## config.mk

```make
export PLATFORM = sky130hd
export DESIGN_NAME = sparc_exu_ecl_yreg_ctl
export DESIGN_NICKNAME = d
export VERILOG_FILES = /design/src/rtl/sparc_exu_ecl_yreg_ctl.sv
export SDC_FILE = /design/constraint.sdc
export NUM_CORES = 1
export LEC_CHECK = 0
export CAP_MARGIN = 20
export CORE_UTILIZATION = 40
export DETAILED_ROUTE_END_ITERATION = 12
export GPL_ROUTABILITY_DRIVEN = 0
export PLACE_DENSITY = 0.78
export SLEW_MARGIN = 40
export SYNTH_ARGS = -nofsm -noshare
export SYNTH_HDL_FRONTEND = slang
export SYNTH_SLANG_ARGS = --single-unit
```

## constraint.sdc

```tcl
create_clock -name clk -period 1.1 [get_ports clk]
set_input_delay 0.165 -clock clk [delete_from_list [all_inputs] [get_ports clk]]
set_output_delay 0.165 -clock clk [all_outputs]
set_load 0.1 [all_outputs]
```

## src/rtl/sparc_exu_ecl_yreg_ctl.sv

```systemverilog
// Y-register write-control sequencer for a 4-thread core.
// Tracks WRY and MULScc from E to W2, applies the M and W kills, and
// arbitrates against multiplier Y writebacks arriving in G. Produces
// one-hot-per-thread selects for the storage block's next-value muxes.
module sparc_exu_ecl_yreg_ctl #(
  parameter int NTHR = 4
) (
  input  logic            clk,
  input  logic            reset,
  input  logic            ifu_exu_wy_e,
  input  logic            ifu_exu_muls_e,
  input  logic [NTHR-1:0] ecl_thr_e,
  input  logic            byp_ecl_rs1_0_e,
  input  logic            ecl_kill_m,
  input  logic            ecl_kill_w,
  input  logic            mul_ecl_yreg_vld_g,
  input  logic [NTHR-1:0] mul_ecl_yreg_thr_g,
  output logic [NTHR-1:0] ecl_div_yreg_wen_w,
  output logic [NTHR-1:0] ecl_div_yreg_wen_g,
  output logic [NTHR-1:0] ecl_div_yreg_wen_l,
  output logic [NTHR-1:0] ecl_div_yreg_shift_g,
  output logic            ecl_div_yreg_data_31_g,
  output logic            ecl_mul_yreg_stall_g
);

  // One in-flight Y operation as it moves down the pipe.
  typedef struct packed {
    logic            vld_wy;
    logic            vld_muls;
    logic [NTHR-1:0] thr;
    logic            rs1_0;
  } yop_t;

  yop_t e_op;
  yop_t m_q;
  yop_t w_q;
  yop_t w2_q;

  logic [NTHR-1:0] pre_w;
  logic [NTHR-1:0] pre_sh;
  logic            conflict;

  // Form the E-stage operation; MULScc wins if both decodes fire.
  always_comb begin
    e_op          = '0;
    e_op.vld_muls = ifu_exu_muls_e;
    e_op.vld_wy   = ifu_exu_wy_e & ~ifu_exu_muls_e;
    e_op.thr      = ecl_thr_e;
    e_op.rs1_0    = byp_ecl_rs1_0_e;
  end

  // Advance E->M->W->W2; each kill clears only the entry in its own stage.
  always_ff @(posedge clk) begin
    // NOTE: non-blocking assignments let every stage sample the previous
    // stage's old value, so the shift register advances one step per clock.
    if (reset) begin
      m_q  <= '0;
      w_q  <= '0;
      w2_q <= '0;
    end else begin
      m_q <= e_op;

      w_q          <= m_q;
      w_q.vld_wy   <= m_q.vld_wy   & ~ecl_kill_m;
      w_q.vld_muls <= m_q.vld_muls & ~ecl_kill_m;

      w2_q          <= w_q;
      w2_q.vld_wy   <= w_q.vld_wy   & ~ecl_kill_w;
      w2_q.vld_muls <= w_q.vld_muls & ~ecl_kill_w;
    end
  end

  // Per-thread selects from W2 plus the G-stage multiplier writeback.
  always_comb begin
    // NOTE: every output gets a default first so no path can leave a value
    // unassigned and infer a latch.
    pre_w                  = '0;
    pre_sh                 = '0;
    conflict               = 1'b0;
    ecl_div_yreg_wen_w     = '0;
    ecl_div_yreg_wen_g     = '0;
    ecl_div_yreg_shift_g   = '0;
    ecl_div_yreg_data_31_g = 1'b0;
    ecl_mul_yreg_stall_g   = 1'b0;

    // W2 ops are suppressed while reset is asserted; the flops clear at the
    // reset edge, which covers the following cycle.
    if (!reset) begin
      pre_w  = {NTHR{w2_q.vld_wy}}   & w2_q.thr;
      pre_sh = {NTHR{w2_q.vld_muls}} & w2_q.thr;
    end

    conflict = mul_ecl_yreg_vld_g & (|(mul_ecl_yreg_thr_g & (pre_w | pre_sh)));

    ecl_div_yreg_wen_w     = pre_w;
    ecl_div_yreg_shift_g   = pre_sh;
    ecl_div_yreg_data_31_g = (w2_q.vld_muls & ~reset) ? w2_q.rs1_0 : 1'b0;
    ecl_div_yreg_wen_g     = (mul_ecl_yreg_vld_g & ~conflict) ? mul_ecl_yreg_thr_g : '0;
    ecl_mul_yreg_stall_g   = conflict;
  end

  assign ecl_div_yreg_wen_l = ~(ecl_div_yreg_wen_w | ecl_div_yreg_wen_g | ecl_div_yreg_shift_g);

endmodule

```

==> After elaboration in Yosys (flattened, before gate mapping) <==
Index checks and enable logic that the tools add are counted.
{ "totals": {"regBits": 21, "latchBits": 0, "ramBits": 0, "romBits": 0, "in_bits": 16, "out_inout_bits": 18, "n_memories": 0} }
{ "op_classes": {"add_sub_neg": 0, "multipliers": 0, "div": 0, "order_cmp": 0, "eq_ne": 0, "shifts": 0, "n_mux": 4, "bitwise": 20, "n_reduce_logical": 1} }
{ "ops": {"columns": ["cell", "n"], "rows": [
  ["$and 4x4->4", 3],
  ["$mux 4", 3],
  ["$or 4x4->4", 3],
  ["$and 1x1->1", 8],
  ["$not 1->1", 5],
  ["$not 4->4", 1],
  ["$reduce_or 4->1", 1],
  ["$mux 1", 1]
]} }

==> Depth between registers and ports, before layout <==
{ "logic_depth": {"depth_word": 12, "mapped_depth": 3, "depth_no_buf": 3} }

==> Least setup slack after synthesis <==
Ideal clock, no wire load.
{ "synth_path": {"path_type": "reg-to-output", "start": "reg w2_q[2] (netlist bit)", "end": "out ecl_div_yreg_wen_l[0]", "arrival_ns": 2.214, "required_ns": 0.935, "slack_ns": -1.279, "stages_incl_launch_ff": 4, "n_path_buf": 0, "cell_sequence": "dfxtp_1 a22oi_2 a21oi_1 a2bb2oi_1"} }
{ "synth_via": {"elab_chain_len": 12, "elab_cells_between_ends": 14} }
{ "synth_lines": {"columns": ["element", "line", "rtl"], "rows": [
  ["start: declaration", "37", "yop_t w2_q;"],
  ["start signal: assignment", "67", "w2_q <= w_q;"],
  ["$and 4x4->4 (on tied branches)", "89, 90", null],
  ["$mux 4", "88", "if (!reset) begin"],
  ["$or 4x4->4 *", "93", "conflict = mul_ecl_yreg_vld_g & (|(mul_ecl_yreg_thr_g & (pre_w | pre_sh)));"],
  ["$and 4x4->4 *", "93", null],
  ["$reduce_or 4->1 *", "93", null],
  ["$and 1x1->1 *", "93", null],
  ["$not 1->1 *", "98", "ecl_div_yreg_wen_g = (mul_ecl_yreg_vld_g & ~conflict) ? mul_ecl_yreg_thr_g : '0;"],
  ["$and 1x1->1 *", "98", null],
  ["$mux 4 *", "98", null],
  ["$or 4x4->4 * (2 in a row)", "102", "assign ecl_div_yreg_wen_l = ~(ecl_div_yreg_wen_w | ecl_div_yreg_wen_g | ecl_div_yreg_shift_g);"],
  ["$not 4->4 *", "102", null],
  ["end: declaration", "20", "output logic [NTHR-1:0] ecl_div_yreg_wen_l,"]
]} }
Mark *: on every way between the ends. The rest lies on a longest branch, timed or not.

==> Worst setup path after layout <==
Same ends and word-level chain as after synthesis.

==> results.json <==
{
  "status": "finished, violations left",
  "failed_checks": "negative setup slack",
  "tns_ns": -8.178,
  "yosys.area.top_type": "dfxtp_1",
  "cts-htree-levels": 1,
  "fin_skew_ns": 0.008293,
  "max_slew_margin_pct": 68.64,
  "post-route-drc-count": 0,
  "fp-row-count": 15,
  "yosys_warnings": 0,
  "cp_max_fo": 2,
  "cp_num_buf_inv": 2,
  "areaGrowthSynthToFinish_pct": 111.3,
  "hold_class": "input port to register",
  "cts_root_buffer": "clkbuf_4",
  "setup_viol": 18,
  "power_density_nw_per_um2": 919.1,
  "chipWidth_microns": 47.02,
  "initial_core_util_pct": 44.54,
  "worst_hold_slack_ns": 0.4110,
  "grt_pass1_vias": 860,
  "grt_max_degree": 22,
  "syn_inst": 82,
  "clock_path_buffers": 2,
  "nFillCells": 47,
  "ys_ff_latch": 21,
  "nets": 151,
  "arrival_ns": 1.55,
  "hold_end": "m_q[6]",
  "cpPeakStageDelay_ns": 0.36,
  "drt_pass1_iterations": 4,
  "synth_top_area_share_pct": 51.85,
  "core_region_area_sq_um": 1821,
  "rr_worst_depth": 1,
  "num_vias": 841,
  "wl_microns": 3478,
  "cts.reportedPaths.clkPinSlew_ns": 0.12,
  "required_ns": 0.94,
  "antenna_found_initial": 0,
  "period_share_pct": 155.8,
  "cp_top_family": "compound AO/OA/AOI/OAI gates",
  "vdd_drop_max_mv": 1.156,
  "die_area_sq_um": 2211,
  "drive_gt1_share_pct": 55.97,
  "io_pins": 34,
  "ys_seq_area_share_pct": 51.85,
  "diodes": 0,
  "start_kind": "register",
  "first_iter_violations": 17,
  "postCtsHoldBufs": 0,
  "syn_area_sq_um": 810.8,
  "yosysUniqueCellTypes": 12,
  "synthTopCellsByArea": "dfxtp_1 (52%), nor2b_1 (14%), and2_1 (7.7%)",
  "rsz0062_at_grt": "yes",
  "fmax_mhz": 583.5,
  "hp-start": "ifu_exu_wy_e",
  "fin_total_pwr_w": 0.001574,
  "finalHoldViolations": 0,
  "fin_ws_ns": -0.6137,
  "final_antenna_net_count": 0,
  "power_leakage_nw": 0.6685,
  "worst-setup-path-type": "register to output pin",
  "critical_path.reg2reg.endpoint": "w2_q[5]",
  "globalRouteTotalUtil_pct": 33.55,
  "io_buffers": 33,
  "r2r_setup_slack_ns": 0.32,
  "cpMaxStageDelayCell": "dfxtp_2",
  "numCtsBuffers": 3,
  "end_kind": "output pin",
  "syn_area_per_cell_sq_um": 9.888,
  "r2r-start": "w_q[5]",
  "hpwl_microns": 2072,
  "syn-num-nets": 98,
  "path_cells": "a22oi_2 -> buf_4 -> a21oi_4 -> a2bb2oi_4 -> buf_12",
  "grt_overflow_total": 0,
  "maxCapViolCount": 0,
  "grt_pass1_wl_microns": 4650,
  "die_height_microns": 47.02,
  "max_slew.worst_pin.slew_ns": 0.4698,
  "maxSlewViolCount": 0,
  "dpl_worst_slack_ns": -0.5741,
  "vias_per_cell": 5.289,
  "whs_path_depth": 2,
  "cts_tree": "built",
  "cts.sinks": 21,
  "finalCriticalPeriod_ns": 1.714,
  "clk_latency_ns": 0.31,
  "wl_per_cell_microns": 21.87
}
[worst max-delay path by stage]
stage                     slack [ns]             startpoint  cells after the start               endpoint
final                          -0.61                w2_q[2]                      5  ecl_div_yreg_wen_l[0]
after floorplan                -0.32                w2_q[2]                      3  ecl_div_yreg_wen_g[0]
after CTS                      -0.54                w2_q[1]                      5  ecl_div_yreg_wen_l[1]
after detailed placement       -0.57  mul_ecl_yreg_thr_g[0]                      6  ecl_div_yreg_wen_l[1]
after global placement         -0.54  mul_ecl_yreg_thr_g[0]                      6  ecl_div_yreg_wen_l[1]
after global routing           -0.62                w2_q[1]                      5  ecl_div_yreg_wen_l[3]
[routing by layer]
| layer | GRT usage, % | vias up | wire, microns |
|---|---|---|---|
| met4 | 12.00 | 0 | 84 |
| li1 | - | 380 | - |
| met5 | 0 | - | 0 |
| met2 | 69.72 | 50 | 1943 |
| met1 | 31.21 | 405 | 1221 |
| met3 | 6.923 | 6 | 228 |
[final cells by class]
class | instances | area [sq um] | area share (%)
timing repair buffer | 50 | 650.6 | 37.98
clock buffer | 3 | 22.52 | 1.315
tap | 25 | 31.28 | 1.826
multi-input combinational | 59 | 570.5 | 33.31
sequential | 21 | 432.9 | 25.27
clock inverter | 1 | 5.005 | 0.2922
[what timing repair did]
| action | in CTS | in global routing |
|---|---|---|
| gates resized for setup | 19 | 4 |
| pin swaps | 5 | 5 |
| setup buffers | 3 | 0 |
| setup endpoints to repair | 18 | 18 |
| gates cloned | 0 | 0 |
[Yosys cell counts]
cell type   n
o21bai_4    1
a21oi_1     4
nor3b_1     5
a2bb2oi_1   4
dfxtp_1    21
nor2b_1    18
a22oi_2     2
nand2_1     8
and2_1     10
nor2_1      6
a21oi_4     1
buf_2       2
[registers in the layout, indices dropped and copies added (netlist names)]
signal,count
w2_q,7
w_q,7
m_q,7
[logic make-up (layout without fill, tap and decap cells)]
family                 Yosys count  after routing  share of synthesized area (%)
AND/OR/NAND/NOR                 47             47                          32.72
flip-flops                      21             21                          51.85
AO/OA/AOI/OAI                   12             12                          14.20
buffers and inverters            2             54                          1.235
[placed cells by master (no fill, tap or decap)]
cell type	count
nor2_1	1
dfxtp_1	15
and2_4	10
nor2_2	1
dfxtp_4	2
buf_12	18
nand2_2	1
clkbuf_4	3
o21bai_4	1
a22oi_2	2
a2bb2oi_4	4
nor3b_1	5
clkinv_2	1
buf_6	5
nand2_1	7
dlygate4sd2_1	5
dfxtp_2	4
clkdlybuf4s50_1	10
a21oi_4	5
nor2b_1	16
nor2_4	4
buf_4	12
nor2b_4	2
[report_power, final]
part	internal (W)	switching [W]	leakage (nW)
clock	0.000136	0.000244	0.0177
combinational	0.000172	0.000225	0.475
sequential	0.000784	0.0000127	0.176
[metrics by stage]
stage	std cells	util, %	cell area [sq um]
6_report	159	94.09	1713
5_1_grt	159	94.09	1713
4_1_cts	159	93.54	1703
3_5_place_dp	152	87.77	1598
3_3_place_gp	152	87.77	1598
2_1_floorplan	82	-	960.9
Power figures use the tool's default switching activity.
